[config.mk]
export PLATFORM = sky130hd
export DESIGN_NAME = if_fetch_stage
export DESIGN_NICKNAME = d
export VERILOG_FILES = /design/src/rtl/if_fetch_stage.sv
export SDC_FILE = /design/constraint.sdc
export NUM_CORES = 1
export LEC_CHECK = 0
export ABC_AREA = 0
export CORE_ASPECT_RATIO = 0.5
export CORE_MARGIN = 1.5
export CORE_UTILIZATION = 34
export DETAILED_ROUTE_END_ITERATION = 10
export HOLD_SLACK_MARGIN = 0.08
export MAX_ROUTING_LAYER = met4
export PLACE_DENSITY_LB_ADDON = 0.12
export SKIP_CTS_REPAIR_TIMING = 1
export SYNTH_ARGS = -nofsm -noshare
export SYNTH_HDL_FRONTEND = slang
export SYNTH_SLANG_ARGS = --single-unit
[constraint.sdc]
create_clock -name clk -period 2.9 [get_ports clk]
set_input_delay 0.87 -clock clk [delete_from_list [all_inputs] [get_ports clk]]
set_output_delay 0.87 -clock clk [all_outputs]
set_load 0.02 [all_outputs]
[src/rtl/if_fetch_stage.sv]
// Instruction-fetch stage: owns the PC, drives the instruction-memory req/ack port,
// parks one returned word while stalled, and loads IF/ID. Optional counters under IF_STAT_EN.
module if_fetch_stage #(
  parameter logic [31:0] RESET_PC = 32'h0000_0000
) (
  input  logic        clk,
  input  logic        rst_n,
  output logic        imem_req,
  output logic [31:0] imem_addr,
  input  logic        imem_ack,
  input  logic [31:0] imem_rdata,
  input  logic        stall,
  input  logic        if_flush,
  input  logic [31:0] branch_target,
  output logic [31:0] ifid_instr,
  output logic [31:0] ifid_pc4,
  output logic        ifid_valid,
  output logic [5:0]  op
`ifdef IF_STAT_EN
  ,
  output logic [31:0] fetch_count,
  output logic [15:0] flush_count
`endif
);

  typedef enum logic {FETCH = 1'b0, HOLD = 1'b1} state_t;

  state_t      state_q, state_d;
  logic        req_q, req_d;
  logic [31:0] pc_q, pc_d;
  logic        pend_q, pend_d;
  logic [31:0] redir_q, redir_d;
  logic [31:0] hold_q, hold_d;
  logic [31:0] instr_q, instr_d;
  logic [31:0] pc4_q, pc4_d;
  logic        valid_q, valid_d;

  logic        do_load;
  logic [31:0] load_word;
  logic [31:0] pc_plus4;

  assign pc_plus4 = pc_q + 32'd4;

  always_comb begin
    state_d   = state_q;
    req_d     = req_q;
    pc_d      = pc_q;
    pend_d    = pend_q;
    redir_d   = redir_q;
    hold_d    = hold_q;
    do_load   = 1'b0;
    load_word = 32'h0;

    case (state_q)
      FETCH: begin
        if (!req_q) begin
          // First cycle out of reset: no transaction outstanding yet.
          req_d = 1'b1;
          if (if_flush) pc_d = branch_target;
        end else if (imem_ack) begin
          if (pend_q || if_flush) begin
            pc_d   = if_flush ? branch_target : redir_q;
            pend_d = 1'b0;
          end else if (stall) begin
            hold_d  = imem_rdata;
            state_d = HOLD;
            req_d   = 1'b0;
          end else begin
            do_load   = 1'b1;
            load_word = imem_rdata;
            pc_d      = pc_plus4;
          end
        end else if (if_flush) begin
          // Address must not move mid-transaction; remember where to go on ack.
          pend_d  = 1'b1;
          redir_d = branch_target;
        end
      end
      HOLD: begin
        if (if_flush) begin
          pc_d    = branch_target;
          state_d = FETCH;
          req_d   = 1'b1;
        end else if (!stall) begin
          do_load   = 1'b1;
          load_word = hold_q;
          pc_d      = pc_plus4;
          state_d   = FETCH;
          req_d     = 1'b1;
        end
      end
      default: begin
        state_d = FETCH;
        req_d   = 1'b1;
      end
    endcase
  end

  // IF/ID register: flush > stall > load > bubble; pc4 only moves on a load.
  always_comb begin
    instr_d = instr_q;
    pc4_d   = pc4_q;
    valid_d = valid_q;
    if (if_flush) begin
      instr_d = 32'h0;
      valid_d = 1'b0;
    end else if (stall) begin
      instr_d = instr_q;
    end else if (do_load) begin
      instr_d = load_word;
      pc4_d   = pc_plus4;
      valid_d = 1'b1;
    end else begin
      instr_d = 32'h0;
      valid_d = 1'b0;
    end
  end

  always_ff @(posedge clk or negedge rst_n) begin
    if (!rst_n) begin
      state_q <= FETCH;
      req_q   <= 1'b0;
      pc_q    <= RESET_PC;
      pend_q  <= 1'b0;
      redir_q <= 32'h0;
      hold_q  <= 32'h0;
      instr_q <= 32'h0;
      pc4_q   <= 32'h0;
      valid_q <= 1'b0;
    end else begin
      state_q <= state_d;
      req_q   <= req_d;
      pc_q    <= pc_d;
      pend_q  <= pend_d;
      redir_q <= redir_d;
      hold_q  <= hold_d;
      instr_q <= instr_d;
      pc4_q   <= pc4_d;
      valid_q <= valid_d;
    end
  end

  assign imem_req   = req_q;
  assign imem_addr  = pc_q;
  assign ifid_instr = instr_q;
  assign ifid_pc4   = pc4_q;
  assign ifid_valid = valid_q;
  assign op         = instr_q[31:26];

`ifdef IF_STAT_EN
  logic [31:0] fetch_cnt_q;
  logic [15:0] flush_cnt_q;

  // A load only lands when neither flush nor stall overrides it.
  always_ff @(posedge clk or negedge rst_n) begin
    if (!rst_n) begin
      fetch_cnt_q <= 32'h0;
      flush_cnt_q <= 16'h0;
    end else begin
      if (do_load && !if_flush && !stall) fetch_cnt_q <= fetch_cnt_q + 32'd1;
      if (if_flush) flush_cnt_q <= flush_cnt_q + 16'd1;
    end
  end

  assign fetch_count = fetch_cnt_q;
  assign flush_count = flush_cnt_q;
`endif

endmodule

==> impl_metrics.json <==
{
  "slowest_stage": "clkdlybuf4s50_1",
  "cp.arrival_ns": 1.69,
  "dp_hpwl_um": 15600,
  "cts.sinks": 164,
  "reg2reg_from": "imem_addr[13]",
  "wl_per_cell_um": 18.9,
  "cp_max_fo": 10,
  "period_share_pct": 88.2,
  "routed_via_density": 5.35,
  "die_width_um": 216,
  "netlist_instances": 731,
  "worst-path-buf-inv": 1,
  "drive_above_1_share_pct": 16.3,
  "ys_seq_area_share_pct": 53.1,
  "syn2layout_area_growth_pct": 37.3,
  "crit_end": "imem_req",
  "ys_ff_latch": 164,
  "wl_um": 22900,
  "vdd.ir_drop.worst_v": 0.000342,
  "syn_area_per_cell_um2": 10.6,
  "rr_endpoint": "imem_addr[28]",
  "path_clk_slew_ns": 0.07,
  "rsz0062_at_grt": "no",
  "drc_errors": 0,
  "syn_area_um2": 7730,
  "cts_buffers": 17,
  "diodes": 0,
  "ant_nets": 0,
  "status": "finished, final reports clean",
  "cp_cell_sequence": "clkdlybuf4s50_1",
  "root_buffer": "clkbuf_16",
  "synth-edff-count": 0,
  "htree_num_levels": 4,
  "yosysUniqueCellTypes": 53,
  "io_pins": 173,
  "cp-end-kind": "output port",
  "path_class": "reg -> out",
  "clockBufferDepth": 2,
  "startpoint": "imem_req",
  "max_clock_freq_mhz": 391,
  "drv_slew": 0,
  "p_leak_nw": 4.22,
  "die_area_um2": 23700,
  "track_usage_pct": 20.8,
  "tightest_slew_ns": 0.704,
  "r2r_slack_ns": 0.56,
  "hold_viol": 0,
  "fin_tns_setup_ns": 0,
  "path_delay_family": "buffers and inverters",
  "cts_tree": "yes",
  "worstPathRequired_ns": 2.03,
  "grt_pass1_vias": 6458,
  "worstHoldPathType": "in -> async",
  "final_cell_mix": "171 x clkdlybuf4s50_1, 164 x dfrtp_1, 102 x nand2_1",
  "grt_pass1_wl_um": 36800,
  "dr.pass1.iters": 5,
  "ys.flop_type": "dfrtp_1",
  "fin_ws_ns": 0.342,
  "core_um2": 22000,
  "antenna_found_initial": 0,
  "final_common_cell": "clkdlybuf4s50_1",
  "start_util_pct": 35.2,
  "vias": 6479,
  "final_cell_area_um2": 10600,
  "place_ws_ns": 0.118,
  "drtIter0Drc": 401,
  "async_flop_share_pct": 100,
  "insertion_delay_ns": 0.43,
  "setup_viol": 0,
  "reg2regPathDepth": 5,
  "dpl_cell_area_um2": 9990,
  "max_slew_margin_pct": 52.6,
  "clock_skew_ns": 0.00671,
  "gp_congestion": 0.779,
  "fin_nets": 970,
  "grt_start_max_net_pins": 57,
  "slowest_delay_ns": 0.69,
  "holdWs_ns": 0.326,
  "yosysWarnings": 0,
  "power.density_nw_per_um2": 722,
  "cp_num_cells": 1,
  "min_period_ns": 2.56,
  "max_cap_viol_count": 0,
  "rows": 38,
  "grt_overflow": 0,
  "placement.io_buffers": 172,
  "die_y_um": 110,
  "syn-num-nets": 801,
  "critPathLaunchType": "flop"
}
-- cells by family (layout without fill, tap and decap cells) --
group                      Yosys count  in the layout  synth area share, %
AOI/OAI and AO/OA                  213            213                 18.5
and+or+nand+nor                    197            197                 12.2
DFF                                164            164                 53.1
buffers and inverters               68            249                 3.98
muxes                               64             64                 9.32
xor gates and xnor gates            24             24                 2.72
adders and majority gates            1              1                0.162
-- cells in the mapped netlist (4+ instances only) --
| cell | number | share of area (%) |
|---|---|---|
| nor2b_1 | 7 | 0.57 |
| o21bai_1 | 4 | 0.39 |
| o311ai_0 | 14 | 1.6 |
| a31oi_1 | 5 | 0.40 |
| o21ai_0 | 89 | 5.8 |
| xnor2_1 | 12 | 1.4 |
| nand4_1 | 15 | 1.2 |
| o2bb2ai_1 | 6 | 0.68 |
| nor3_1 | 12 | 0.78 |
| o211ai_1 | 6 | 0.58 |
| nor4_1 | 5 | 0.40 |
| xor2_1 | 12 | 1.4 |
| a221oi_1 | 4 | 0.45 |
| buf_2 | 9 | 0.58 |
| dfrtp_1 | 164 | 53 |
| mux2_2 | 64 | 9.3 |
| nand3_1 | 15 | 0.97 |
| a22o_1 | 5 | 0.57 |
| nor2_1 | 24 | 1.2 |
| buf_4 | 11 | 1.1 |
| a221o_1 | 10 | 1.3 |
| nand2_1 | 102 | 5.0 |
| a22oi_1 | 38 | 3.7 |
| a222oi_1 | 6 | 0.78 |
| clkbuf_1 | 41 | 2.0 |
| a21oi_1 | 9 | 0.58 |
-- how the worst min path moves through the flow --
stage                              start        endpoint  cells after the start
after floorplan             imem_addr[0]     ifid_pc4[0]                      2
after global placement    ifid_instr[11]  ifid_instr[11]                      2
after detailed placement    ifid_pc4[11]    ifid_pc4[11]                      2
after CTS                          rst_n   ifid_instr[1]                      1
after global routing               rst_n   ifid_instr[1]                      1
final                              rst_n   ifid_instr[1]                      1
-- layout make-up --
| cell class | count | area (µm²) |
|---|---|---|
| multi-input combinational | 499 | 3360 |
| inverter | 4 | 15.0 |
| sequential | 164 | 4100 |
| clock buffer | 23 | 498 |
| clock inverter | 8 | 123 |
| timing repair buffer | 214 | 2140 |
| tap | 300 | 375 |
| fill | 2013 | 11400 |
-- metal layers --
layer  vias to the layer above  routed length, µm  global-route usage, %  part of all wire, %
met5                         -                  0                      -                    0
met4                         0                261                   6.35                  1.1
met3                        17               1160                   4.34                  5.1
met2                       164              10600                   31.3                   46
met1                      3261              10900                   28.3                   48
li1                       3037                  -                      -                    -
-- report_power, final --
part | total (mW) | switching (mW) | internal (mW)
Combinational | 2.05 | 1.01 | 1.04
Sequential | 3.22 | 0.438 | 2.79
Clock | 2.39 | 0.930 | 1.46
Total | 7.66 | 2.37 | 5.29
-- stage by stage --
step	instances	power [mW]	util, %
3_5_place_dp	1181	5.33	45.5
6_report	1212	7.66	48.3
4_1_cts	1212	7.75	48.3
5_1_grt	1212	8.07	48.3
2_1_floorplan	731	4.26	-
3_3_place_gp	1181	5.28	45.5
-- registers in the layout, indices dropped and copies added, names as in the netlist --
register and flops:
hold_q 32, ifid_instr 32, ifid_pc4 32, ifid_valid 1, imem_addr 32, imem_req 1
pend_q 1, redir_q 32, state_q 1
(Power assumes the default switching activity.)
